**config.mk**
```make
export PLATFORM = sky130hd
export DESIGN_NAME = seq_mul_unit_flat
export DESIGN_NICKNAME = d
export VERILOG_FILES = /design/src/rtl/seq_mul_unit_pkg.sv /design/src/rtl/seq_mul_unit_if.sv /design/src/rtl/seq_mul_unit.sv /design/src/flat_wrapper.sv
export SDC_FILE = /design/constraint.sdc
export NUM_CORES = 1
export LEC_CHECK = 0
export CORE_MARGIN = 4
export CORE_UTILIZATION = 47
export DETAILED_ROUTE_END_ITERATION = 8
export PLACE_DENSITY_LB_ADDON = 0.05
export SETUP_SLACK_MARGIN = 0.02
export SLEW_MARGIN = 25
export SYNTH_ARGS = -nofsm -noshare
export SYNTH_HDL_FRONTEND = slang
export SYNTH_SLANG_ARGS = --single-unit
```
**constraint.sdc**
```tcl
create_clock -name clock -period 2.2 [get_ports clock]
set_clock_uncertainty 0.05 [all_clocks]
set_input_delay 0.44 -clock clock [delete_from_list [all_inputs] [get_ports clock]]
set_output_delay 0.44 -clock clock [all_outputs]
set_load 0.005 [all_outputs]
```
**src/rtl/seq_mul_unit_pkg.sv**
```systemverilog
// seq_mul_unit_pkg: shared constants and types for the sequential multiplier.
//   DEF_WIDTH : default operand width
//   ST_*      : 2-bit state encodings; state_t enumerates them
package seq_mul_unit_pkg;
    localparam int DEF_WIDTH = 4;
    localparam logic [1:0] ST_IDLE = 2'd0;
    localparam logic [1:0] ST_RUN  = 2'd1;
    localparam logic [1:0] ST_DONE = 2'd2;
    typedef enum logic [1:0] {
        IDLE = ST_IDLE,
        RUN  = ST_RUN,
        DONE = ST_DONE
    } state_t;
endpackage

```
**src/rtl/seq_mul_unit_if.sv**
```systemverilog
// seq_mul_unit_if: request/result bundle of the sequential multiplier.
//   master drives start, step, signed_mode, multiplier, multiplicand
//   master observes result, busy, done, iter; slave is the mirror view
interface seq_mul_unit_if import seq_mul_unit_pkg::*; #(
    parameter int WIDTH = DEF_WIDTH
);
    localparam int CNT_W = $clog2(WIDTH + 1);
    logic                 start;
    logic                 step;
    logic                 signed_mode;
    logic [WIDTH-1:0]     multiplier;
    logic [WIDTH-1:0]     multiplicand;
    logic [2*WIDTH-1:0]   result;
    logic                 busy;
    logic                 done;
    logic [CNT_W-1:0]     iter;
    modport master (
        output start, step, signed_mode, multiplier, multiplicand,
        input  result, busy, done, iter
    );
    modport slave (
        input  start, step, signed_mode, multiplier, multiplicand,
        output result, busy, done, iter
    );
endinterface

```
**src/rtl/seq_mul_unit.sv**
```systemverilog
// seq_mul_unit: shift-add multiplier, one partial product per enabled clock.
//   clock, reset : rising-edge clock, asynchronous active-high reset
//   bus (slave)  : start/step/signed_mode/operands in; result/busy/done/iter out
module seq_mul_unit import seq_mul_unit_pkg::*; #(
    parameter int WIDTH = DEF_WIDTH
) (
    input logic           clock,
    input logic           reset,
    seq_mul_unit_if.slave bus
);
    localparam int CNT_W = $clog2(WIDTH + 1);

    state_t             state_q, state_d;
    logic [WIDTH-1:0]   mag_a, mag_b;
    logic               neg;
    logic [2*WIDTH-1:0] acc, acc_nx, result_q;
    logic [WIDTH:0]     sum;
    logic [CNT_W-1:0]   iter_q;
    logic               accept, adv, last;

    // Signed operands are reduced to magnitudes; the most negative value maps
    // to 2^(WIDTH-1), which still fits in WIDTH unsigned bits.
    function automatic logic [WIDTH-1:0] mag(input logic [WIDTH-1:0] v, input logic sgn);
        return (sgn && v[WIDTH-1]) ? -v : v;
    endfunction

    assign accept = (state_q != RUN) && bus.start;
    assign adv    = (state_q == RUN) && bus.step;
    assign last   = adv && (iter_q == CNT_W'(WIDTH - 1));

    always_comb begin
        sum     = {1'b0, acc[2*WIDTH-1:WIDTH]} + (mag_a[0] ? {1'b0, mag_b} : '0);
        // Carry of the upper-half add shifts in as the new MSB.
        acc_nx  = {sum, acc[WIDTH-1:1]};
        state_d = state_q;
        if (accept)
            state_d = RUN;
        else if (last)
            state_d = DONE;
    end

    always_ff @(posedge clock or posedge reset) begin
        if (reset)
            state_q <= IDLE;
        else
            state_q <= state_d;
    end

    always_ff @(posedge clock or posedge reset) begin
        if (reset) begin
            mag_a    <= '0;
            mag_b    <= '0;
            neg      <= 1'b0;
            acc      <= '0;
            iter_q   <= '0;
            result_q <= '0;
        end else if (accept) begin
            mag_a  <= mag(bus.multiplier, bus.signed_mode);
            mag_b  <= mag(bus.multiplicand, bus.signed_mode);
            neg    <= bus.signed_mode & (bus.multiplier[WIDTH-1] ^ bus.multiplicand[WIDTH-1]);
            acc    <= '0;
            iter_q <= '0;
        end else if (adv) begin
            acc    <= acc_nx;
            mag_a  <= mag_a >> 1;
            iter_q <= iter_q + 1'b1;
            if (last)
                result_q <= neg ? -acc_nx : acc_nx;
        end
    end

    assign bus.result = result_q;
    assign bus.busy   = (state_q == RUN);
    assign bus.done   = (state_q == DONE);
    assign bus.iter   = iter_q;
endmodule

```
**src/flat_wrapper.sv**
```systemverilog
// flat-port wrapper written by rule: the top's interface ports become plain ports
module seq_mul_unit_flat import seq_mul_unit_pkg::*;
#(
    parameter int WIDTH = DEF_WIDTH
)
  (clock, reset, bus_start, bus_step, bus_signed_mode, bus_multiplier, bus_multiplicand, bus_result, bus_busy, bus_done, bus_iter);
  seq_mul_unit_if #(.WIDTH(WIDTH)) bus_i ();
  input logic clock;
  input logic reset;
  input wire logic [$bits(bus_i.start)-1:0] bus_start;
  input wire logic [$bits(bus_i.step)-1:0] bus_step;
  input wire logic [$bits(bus_i.signed_mode)-1:0] bus_signed_mode;
  input wire logic [$bits(bus_i.multiplier)-1:0] bus_multiplier;
  input wire logic [$bits(bus_i.multiplicand)-1:0] bus_multiplicand;
  output wire logic [$bits(bus_i.result)-1:0] bus_result;
  output wire logic [$bits(bus_i.busy)-1:0] bus_busy;
  output wire logic [$bits(bus_i.done)-1:0] bus_done;
  output wire logic [$bits(bus_i.iter)-1:0] bus_iter;
  assign bus_i.start = bus_start;
  assign bus_i.step = bus_step;
  assign bus_i.signed_mode = bus_signed_mode;
  assign bus_i.multiplier = bus_multiplier;
  assign bus_i.multiplicand = bus_multiplicand;
  assign bus_result = bus_i.result;
  assign bus_busy = bus_i.busy;
  assign bus_done = bus_i.done;
  assign bus_iter = bus_i.iter;
  seq_mul_unit #(.WIDTH(WIDTH)) u_core (.clock(clock), .reset(reset), .bus(bus_i));
endmodule
```
* After elaboration in Yosys (flattened, before gate mapping)
Index checks and enable logic that the tools add are counted.
** Word-level totals
- Output and inout port bits :: 13
- Bits in registers :: 30
- Input port bits :: 13
- Word-level logic and storage cells :: 39
** Cells by class
- Bitwise operators :: 3
- Reduce and logical (&&, ||, !) cells :: 8
- $add $sub $neg :: 5
- Eq/ne operators :: 4
- Mux-type cells :: 12
** Operators by type and width (number)
- 8-bit two-way mux :: 3
- 4-bit two-way mux :: 5
- 4-bit negation :: 2
- 8-bit negation :: 1
- 3-bit two-way mux :: 2
- 4-bit by 5-bit adder with 5-bit output :: 1
- 1-bit logical AND :: 5
- 2-bit two-way mux :: 2
- 2-bit nonzero test :: 2
- 3-bit by 1-bit adder with 3-bit output (second input constant) :: 1
- 3-bit by 2-bit == test with 1-bit output (second input constant) :: 1
- 3-bit AND reduction :: 1
- 2-bit by 1-bit == test with 1-bit output (second input constant) :: 1
- 2-bit == test (second input constant) :: 1
- 2-bit by 1-bit != test with 1-bit output (second input constant) :: 1
- 1-bit AND :: 1
- 1-bit NOT :: 1
- 1-bit XOR :: 1

* Depth between registers and ports, before layout
Gate-level depths: netlist of the first run.
- Depth in word-level cells :: 5
- Depth in mapped cells :: 8
- Gate-level depth less buffers :: 8

* Least setup slack after synthesis of the first run
No wires, ideal clock.
- Path kind :: flip-flop to flip-flop
- From :: reg u_core.mag_a[0]
- To :: reg u_core.result_q[7], in the netlist u_core.bus.result[7]
- Stages on the path, launching flop included :: 8
- Path slack :: -159 ps
- Buffers on the path :: 0
- Data required time :: 2070 ps
- Clock period less this slack :: 2359 ps
- Data arrival time :: 2229 ps
- Cells stage by stage :: dfrtp_1 > and2_1 > ha_1 > fa_1 > xor2_1 > or4_1 > or3_1 > o211ai_2
** Between the ends
- Word-level cells in the longest chain between the ends :: 4
** RTL lines
- start, declared :: RTL line seq_mul_unit.sv:14 : logic [WIDTH-1:0] mag_a, mag_b;
- start signal, assigned :: RTL line seq_mul_unit.sv:58 : mag_a <= mag(bus.multiplier, bus.signed_mode);
- start signal, assigned :: RTL line seq_mul_unit.sv:65 : mag_a <= mag_a >> 1;
- 4-bit two-way mux (*) :: RTL line seq_mul_unit.sv:32 : sum = {1'b0, acc[2*WIDTH-1:WIDTH]} + (mag_a[0] ? {1'b0, mag_b} : '0);
- 4-bit by 5-bit adder with 5-bit output (*) :: RTL line seq_mul_unit.sv:32
- 8-bit negation :: RTL line seq_mul_unit.sv:68 : result_q <= neg ? -acc_nx : acc_nx;
- 8-bit two-way mux (*) :: RTL line seq_mul_unit.sv:68
- end signal, assigned :: RTL line seq_mul_unit.sv:68
- end, declared :: RTL line seq_mul_unit.sv:16 : logic [2*WIDTH-1:0] acc, acc_nx, result_q;
Mark *: on every way between the ends. The rest lies on a longest branch, timed or not.
A chain may end at the register's enable or synchronous reset.

* Final worst setup path of the first run
- From :: reg u_core.mag_b[0]
- To :: reg u_core.result_q[7], in the netlist u_core.bus.result[7]
** Between the ends
- Word-level cells in the longest chain between the ends :: 4
** RTL lines
- start, declared :: RTL line seq_mul_unit.sv:14
- start signal, assigned :: RTL line seq_mul_unit.sv:59 : mag_b <= mag(bus.multiplicand, bus.signed_mode);
- 4-bit two-way mux (*) :: RTL line seq_mul_unit.sv:32
- 4-bit by 5-bit adder with 5-bit output (*) :: RTL line seq_mul_unit.sv:32
- 8-bit negation :: RTL line seq_mul_unit.sv:68
- 8-bit two-way mux (*) :: RTL line seq_mul_unit.sv:68
Marks and branches as above.

==> results of run 1 <==
final cells by class:
type | instances | area share
multi-input combinational | 117 | 0.3860
sequential | 29 | 0.3582
timing repair buffer | 39 | 0.1754
clock buffer | 7 | 0.03212
tap | 44 | 0.02718
inverter | 10 | 0.01853
clock inverter | 1 | 0.002471
registers in the layout (all words and copies together) (netlist names):
register / count
u_core.mag_b: 4
u_core.neg: 1
u_core.state_q: 2
u_core.bus.result: 8
u_core.bus.iter: 3
u_core.mag_a: 4
u_core.acc: 7
power by group through the flow:
| stage | clock network (uW) | registers (uW) | logic (uW) |
|---|---|---|---|
| 6_report | 366 | 884 | 1180 |
| 5_1_grt | 408 | 919 | 1320 |
| 4_1_cts | 379 | 878 | 1160 |
| 3_5_place_dp | 0 | 890 | 1110 |
| 3_3_place_gp | 0 | 878 | 1080 |
| 2_1_floorplan | 0 | 857 | 668 |
routing by layer:
metal / vias up / global-route usage / share of wire
met5: - / 0 / 0
met4: 0 / 0.07513 / 0.019
met3: 7 / 0.06066 / 0.049
met2: 27 / 0.2925 / 0.52
met1: 615 / 0.1945 / 0.41
li1: 633 / - / -
through the flow:
stage | TNS [ps] | util | total power, uW | hold WS, ps
floorplan | -96.68 | - | 1525 | 392.4
global placement | -92.15 | 0.6228 | 1954 | 410.6
detailed placement | -140.2 | 0.6228 | 2001 | 417.2
CTS | -118.1 | 0.6500 | 2414 | 435.5
global route | -108.1 | 0.6581 | 2649 | 454.4
finish | -65.27 | 0.6581 | 2432 | 423.3
logic make-up (layout without fill, tap and decap cells):
| kind of cell | Yosys count | in the layout | synth area share |
|---|---|---|---|
| adder cells (fa/ha/maj) | 10 | 10 | 0.08660 |
| AND/OR/NAND/NOR | 56 | 56 | 0.1667 |
| AO/OA/AOI/OAI | 39 | 39 | 0.1634 |
| flip-flops | 29 | 29 | 0.4739 |
| buffers and inverters | 16 | 57 | 0.03922 |
| XOR/XNOR | 10 | 10 | 0.05719 |
| multiplexers | 2 | 2 | 0.01307 |
what timing repair did:
item	in CTS	in global routing
pin swaps	3	1
resized for setup	2	3
setup buffers	1	1
endpoints found under the setup margin	1	2
synth_stat cells (4+ instances only):
master / n
nand2_1: 37
dfrtp_1: 29
o21ai_0: 18
inv_1: 10
ha_1: 9
xor2_1: 7
a22o_1: 6
clkbuf_1: 6
nor2_1: 6
and2_1: 4
o31ai_1: 4
placed cells by master (no fill, tap or decap), types with 2 or more instances in the layout:
cell,netlist,layout
dfrtp_1,29,29
xor2_1,7,6
mux2i_1,2,2
xnor2_1,3,3
a31oi_1,3,3
buf_4,0,14
clkdlybuf4s50_1,0,25
clkbuf_8,0,2
ha_1,9,8
a22o_1,6,6
o21ai_0,18,18
clkbuf_4,0,5
nand2_1,37,37
o31ai_1,4,3
and2_4,0,2
a21o_1,2,2
inv_1,10,10
and2_1,4,2
a21oi_1,3,3
nor2_1,6,6
final timing paths:
path                                                  startpoint                          endpoint  cells past startpoint
worst min register to register  u_core.bus.result[4]$_DFFE_PP0P_  u_core.bus.result[4]$_DFFE_PP0P_                      2
worst max-delay path                 u_core.mag_b[0]$_DFFE_PP0P_  u_core.bus.result[7]$_DFFE_PP0P_                      6
worst max register to register       u_core.mag_b[0]$_DFFE_PP0P_  u_core.bus.result[7]$_DFFE_PP0P_                      6
max in group asynchronous                                  reset         u_core.acc[6]$_DFFE_PP0P_                      3
min in group clock              u_core.bus.result[4]$_DFFE_PP0P_  u_core.bus.result[4]$_DFFE_PP0P_                      2
worst min-delay path                                       reset    u_core.bus.iter[1]$_DFFE_PP0P_                      3
critical path, stage by stage, from the launching register on:
cell and delay, ps:
dfrtp_1 380, and2_4 160, ha_4 150, fa_2 420, or4_4 540, or3_1 330
o211ai_2 140
==> results_dict.tcl, run 1 <==
set metrics [dict create \
    clk_path_buf_depth 2 \
    yosys.area.top_type "dfrtp_1" \
    drc 0 \
    fin_area_um2 2026 \
    hp-class "in2async" \
    dr.pass1.iters 4 \
    rsz0062_at_grt "yes" \
    die-area_um2 4235 \
    fillCellCount 273 \
    synth_cells 162 \
    insertion_delay_ps 330 \
    initial_core_util 0.4976 \
    cts_tree "done" \
    startpoint_type "flop" \
    vias 1282 \
    die_x_um 65.08 \
    seqPwrFrac 0.363 \
    finalNetCount 225 \
    grt_pass1_vias 1302 \
    syn_avg_cell_area_um2 9.454 \
    cp_max_fo 2 \
    drt-initial-drc-count 32 \
    violations "negative setup slack" \
    multi_input_area_um2 782.0 \
    sw_frac_of_total 0.3574 \
    antenna_found_initial 0 \
    synth_nets 185 \
    synth_warnings 0 \
    synth-main-ff-cell "dfrtp_1" \
    cts_buffers 5 \
    worstSetupPathType "reg2reg" \
    leakagePower_uw 0.0009684 \
    areaGrowthSynthToFinish_pct 32.27 \
    synth-seq-cells 29 \
    grt_pass1_wl_um 5547 \
    setup_viol 1 \
    gp_congestion 0.7892 \
    fmax_ghz 0.4414 \
    clk_pin_slew_ps 100 \
    hold_buffers 0 \
    h-tree-depth 2 \
    powerDensity_nw_per_um2 1200 \
    period_share 1.030 \
    hpwl_um 2495 \
    routed_wl_um 3155 \
    reg2reg_slack_ps -70 \
    clock_sinks 29 \
    seqCellArea_um2 725.7 \
    outcome "complete, but fails checks" \
    post-place-ws_ps -140.2 \
    p_clk_frac 0.150 \
    seq_area_frac_synth 0.4739 \
    slew_violations 0 \
    diodes 0 \
    netlist_area_um2 1531 \
    maxSlewHeadroom 0.6826 \
    hold_viol 0 \
    worst_ep_required_time_ps 2400 \
    cts-root-buf "clkbuf_4" \
    p_switching_uw 869.2 \
    synth_edf_count 0 \
    port-buffer-count 25 \
    core_um2 3078 \
    grt_overflow 0 \
    place_area_um2 1917 \
    tightest_slew_ps 472.7 \
    max_cap_viol_count 0 \
    vdd_ir_drop_max_mv 0.5577 \
    die_h_um 65.08 \
    vias_per_cell 5.190 \
    synth_top_cells_by_area "dfrtp_1, nand2_1, ha_1" \
    combPwrFrac 0.486 \
    layout-drive-gt1-share 0.1527 \
    finalCriticalPeriod_ps 2265 \
    ios 26 \
    ys_types 29 \
    grt_util_all_layers 0.1722 \
    postSynth.asyncResetShare 1.000 \
    place_inst 237 \
    final_cells 247 \
    grt_max_degree 30 \
    routedWlPerCell_um 12.77 \
    critPathCaptureType "flop" \
    std_cell_rows 20 \
    ant_nets 0 \
    p_int_uw 1563 \
    critPathArrivalTime_ps 2460 \
    worst_slack_ps -65.27 \
    yosys.area.top_type_share 0.4739 \
]
(Power assumes the default switching activity.)
==> run 2: changes to the inputs <==
- CORE_ASPECT_RATIO: not set -> 0.6
==> results_dict.tcl, run 2 (synthesis results as in run 1) <==
set metrics [dict create \
    outcome "complete, but fails checks" \
    violations "negative setup slack" \
    grt_util_met2 0.2770 \
    final_common_cell "nand2_1" \
    grt_use_met1 0.2492 \
    antenna_found_initial 0 \
    insertion_delay_ps 280 \
    dr.pass1.iters 5 \
    worst_slack_ps -45.33 \
    fin_area_um2 2008 \
    post-place-ws_ps -128.3 \
    powerDensity_nw_per_um2 1230 \
    drc 0 \
    areaGrowthSynthToFinish_pct 31.13 \
    p_int_uw 1578 \
    routed_wl_um 3341 \
    fillCellCount 229 \
    period_share 1.021 \
    vias 1255 \
    h-tree-depth 2 \
    vdd_ir_drop_max_mv 0.5943 \
    p_switching_uw 891.2 \
    cts_buffers 5 \
    die_h_um 52.22 \
    ant_nets 0 \
    path_buf_inv 0 \
    grt_pass1_wl_um 5823 \
    vias_per_cell 5.207 \
    rsz0062_at_grt "yes" \
    diodes 0 \
    critPathArrivalTime_ps 2400 \
    layout-drive-gt1-share 0.1307 \
    path_delay_family "simple AND/OR/NAND/NOR gates" \
    crit_path_top_delay_cell "or4_4" \
    worstSetupPathType "reg2reg" \
    hold_viol 0 \
    final_cell_mix "nand2_1, dfrtp_1, clkdlybuf4s50_1" \
    startpoint "u_core.mag_b[0]$_DFFE_PP0P_" \
    clock_sinks 29 \
    leakagePower_uw 0.0009565 \
    gr-usage-met3 0.06529 \
    die_x_um 81.70 \
    std_cell_rows 15 \
    grt_overflow 0 \
    clk_path_buf_depth 2 \
    ios 26 \
    tightest_slew_ps 1008 \
    port-buffer-count 25 \
    p_clk_frac 0.167 \
    hold_buffers 0 \
    clk_pin_slew_ps 60 \
    grt-busiest-layer "met2" \
    largest_reg_flops 8 \
    max_cap_viol_count 0 \
    gp_congestion 0.7996 \
    cts_tree "done" \
    startpoint_type "flop" \
    finalNetCount 221 \
    combPwrFrac 0.469 \
    die-area_um2 4266 \
    cts-root-buf "clkbuf_8" \
    routedWlPerCell_um 13.86 \
    grt_util_all_layers 0.1829 \
    cp_cell_sequence "and2_4 > ha_4 > fa_2 > or4_4 > or3_1 > o211ai_2" \
    seqPwrFrac 0.364 \
    cpPeakStageDelay_ps 540 \
    finalCriticalPeriod_ps 2245 \
    initial_core_util 0.5132 \
    grt_pass1_vias 1289 \
    drt-initial-drc-count 35 \
    fmax_ghz 0.4454 \
    setup_viol 1 \
    hp-class "reg2reg" \
    slew_violations 0 \
    place_area_um2 1899 \
    grt_max_degree 30 \
    critPathCaptureType "flop" \
    worst_ep_required_time_ps 2350 \
    cp_max_fo 2 \
    core_um2 2984 \
    hold_start "u_core.bus.result[4]$_DFFE_PP0P_" \
    hpwl_um 2581 \
    maxSlewHeadroom 0.3281 \
    r2r-start "u_core.mag_b[0]$_DFFE_PP0P_" \
    sw_frac_of_total 0.3609 \
    post-cts-setup-buffer-count 0 \
    reg2reg_slack_ps -50 \
]
-- run 2: cell count changes in the layout (fill, tap and decap cells not counted) --
cell,delta
a21oi_1,-1
clkbuf_1,+1
a21oi_2,+1
buf_4,-5
o31ai_1,+1
clkinv_2,+1
clkbuf_4,-5
o31ai_2,-1
buf_6,+1
clkbuf_8,+3
-- run 2: timing repair --
item,CTS,global route
endpoints found under the setup margin,1,1
resized for setup,2,4
pin swaps,2,0
-- run 2: through the flow --
step | total power (uW) | hold slack [ps] | instances | utilization | TNS, ps
4_1_cts | 2460 | 432.3 | 241 | 0.6662 | -61.33
3_3_place_gp | 1962 | 412.5 | 233 | 0.6365 | -93.90
2_1_floorplan | 1525 | 392.4 | 162 | - | -96.68
3_5_place_dp | 2008 | 418.9 | 233 | 0.6365 | -189.5
5_1_grt | 2682 | 450.1 | 241 | 0.6730 | -83.77
6_report | 2470 | 422.9 | 241 | 0.6730 | -45.33
-- run 2: power by group through the flow --
| stage | Clock [uW] | Combinational (uW) | Sequential, uW |
|---|---|---|---|
| 5_1_grt | 449 | 1300 | 928 |
| 4_1_cts | 423 | 1140 | 895 |
| 3_3_place_gp | 0 | 1070 | 890 |
| 6_report | 411 | 1160 | 900 |
| 3_5_place_dp | 0 | 1110 | 898 |
| 2_1_floorplan | 0 | 668 | 857 |
-- run 2: worst paths after layout --
path	endpoint	depth (start not counted)
setup / recovery	u_core.bus.result[7]$_DFFE_PP0P_	6
hold / removal	u_core.bus.result[4]$_DFFE_PP0P_	2
setup reg to reg	u_core.bus.result[7]$_DFFE_PP0P_	6
hold reg to reg	u_core.bus.result[4]$_DFFE_PP0P_	2
max in group asynchronous	u_core.bus.result[3]$_DFFE_PP0P_	3
min in group asynchronous	u_core.bus.result[0]$_DFFE_PP0P_	3
-- run 2: final cells by class --
type	count	area (um2)	area share
Tap cell	42	52.55	0.02617
Clock buffer	6	72.57	0.03614
Clock inverter	2	10.01	0.004984
Timing Repair Buffer	35	329.1	0.1639
Multi-Input combinational cell	117	780.7	0.3888
Inverter	10	37.54	0.01869
Sequential cell	29	725.7	0.3614
-- run 2: tightest hold or removal path: cells and delay by family (launching register included) --
kind / cells / cell delay (ps)
simple gates: 1 / 40
flops: 1 / 340
compound gates: 1 / 50
-- run 2: layer usage --
| metal | part of all wire | vias up |
|---|---|---|
| li1 | - | 624 |
| met1 | 0.50 | 589 |
| met2 | 0.43 | 36 |
| met3 | 0.060 | 6 |
| met4 | 0.0075 | 0 |
| met5 | 0 | - |
==> run 3: changes to the inputs <==
==> constraint.sdc (replaced) <==
create_clock -name clock -period 1.99 [get_ports clock]
set_clock_uncertainty 0.05 [all_clocks]
set_input_delay 0.597 -clock clock [delete_from_list [all_inputs] [get_ports clock]]
set_output_delay 0.597 -clock clock [all_outputs]
set_load 0.005 [all_outputs]
==> results_dict.tcl, run 3 (synthesis results as in run 1) <==
set metrics [dict create \
    outcome "complete, but fails checks" \
    violations "negative setup slack" \
    cp_cell_sequence "and2_1 > ha_2 > fa_2 > xor2_2 > or4_4 > or3_4 > o211ai_2" \
    cp_max_fo 2 \
    place_area_um2 1982 \
    grt_util_all_layers 0.2037 \
    layout-drive-gt1-share 0.2113 \
    final_cells 255 \
    final_cell_mix "nand2_1, dfrtp_1, clkdlybuf4s50_1" \
    port-buffer-count 25 \
    grt_pass1_wl_um 6279 \
    drt-initial-drc-count 45 \
    rsz0062_at_grt "yes" \
    diodes 0 \
    cts_tree "done" \
    clk_path_buf_depth 2 \
    period_share 1.165 \
    vias_per_cell 5.118 \
    gp_congestion 0.8468 \
    cts_buffers 5 \
    vias 1305 \
    leakagePower_uw 0.001043 \
    maxSlewHeadroom 0.6231 \
    worst_ep_required_time_ps 2150 \
    slew_violations 0 \
    routedWlPerCell_um 14.58 \
    die-area_um2 4266 \
    die_h_um 52.22 \
    largest_reg_flops 8 \
    core_um2 2984 \
    antenna_found_initial 0 \
    hpwl_um 2747 \
    cpPeakStageDelay_ps 430 \
    ios 26 \
    hold_viol 0 \
    startpoint_type "flop" \
    powerDensity_nw_per_um2 1397 \
    clk_pin_slew_ps 60 \
    final_common_cell "nand2_1" \
    hp-class "reg2reg" \
    critPathArrivalTime_ps 2480 \
    finalCriticalPeriod_ps 2319 \
    routed_wl_um 3719 \
    fmax_ghz 0.4313 \
    grt_overflow 0 \
    fin_area_um2 2176 \
    max_cap_viol_count 0 \
    h-tree-depth 2 \
    finalNetCount 235 \
    die_x_um 81.70 \
    vdd_ir_drop_max_mv 0.9422 \
    setup_tns_ps -476.5 \
    clock_sinks 29 \
    ant_nets 0 \
    worstSetupPathType "reg2reg" \
    crit_path_top_delay_cell "or4_4" \
    grt_pass1_vias 1399 \
    worst_slack_ps -328.8 \
    tightest_slew_ps 565.4 \
    setup_viol 3 \
    grt_max_degree 30 \
    critPathCaptureType "flop" \
    dr.pass1.iters 4 \
    place_inst 244 \
    cts-root-buf "clkbuf_8" \
    insertion_delay_ps 280 \
    initial_core_util 0.5132 \
    std_cell_rows 15 \
    utilization 0.7291 \
    drc 0 \
    areaGrowthSynthToFinish_pct 42.08 \
    finalPower_uw 3039 \
]
## run 3: worst max-delay path: cells and delay by family, from the launching register on
family | cells | cell delay [ps]
DFF | 1 | 380
adders and majority gates | 2 | 580
xor gates and xnor gates | 1 | 170
and+or+nand+nor | 3 | 940
AOI/OAI and AO/OA | 1 | 130
## run 3: area by class of cell
class | count | area (um2)
multi-input combinational | 117 | 840.8
fill | 205 | 808.3
sequential | 29 | 725.7
timing repair buffer | 49 | 439.2
clock buffer | 8 | 80.08
tap | 42 | 52.55
inverter | 10 | 37.54
## run 3: timing repair
action,in CTS,in global routing
hold buffers,0,0
setup buffers,2,2
gates cloned,0,0
pin swaps,8,8
resized for setup,13,6
endpoints found under the hold margin,0,0
endpoints found under the setup margin,15,5
## run 3: path summary, 6_finish.rpt
check,slack (ps),to,from,cells past startpoint
worst min-delay path,430,u_core.mag_b[3]$_DFFE_PP0P_,u_core.mag_b[3]$_DFFE_PP0P_,2
worst min register to register,430,u_core.mag_b[3]$_DFFE_PP0P_,u_core.mag_b[3]$_DFFE_PP0P_,2
min in group asynchronous,630,u_core.state_q[1]$_DFFE_PP0P_,reset,3
worst max register to register,-330,u_core.bus.result[7]$_DFFE_PP0P_,u_core.mag_b[0]$_DFFE_PP0P_,7
worst max-delay path,-330,u_core.bus.result[7]$_DFFE_PP0P_,u_core.mag_b[0]$_DFFE_PP0P_,7
max in group asynchronous,990,u_core.bus.iter[2]$_DFFE_PP0P_,reset,3
## run 3: routing by layer
| metal | up-vias | track usage | routed length [um] |
|---|---|---|---|
| met1 | 606 | 0.2729 | 1901 |
| met3 | 9 | 0.05326 | 156 |
| met2 | 37 | 0.3054 | 1571 |
| met5 | - | 0 | 0 |
| met4 | 0 | 0.1022 | 91 |
| li1 | 653 | - | - |
## run 3: report_power, final
part	total [uW]	internal [uW]	switching [uW]
registers	973	814	158
clock network	470	248	222
logic	1600	847	750
## run 3: per-stage QoR
step,worst slack (ps),hold slack (ps)
global placement,-302.1,410.8
floorplan,-306.7,392.4
detailed placement,-363.5,423.1
finish,-328.8,431.6
CTS,-326.7,437.7
global route,-364.4,454.0
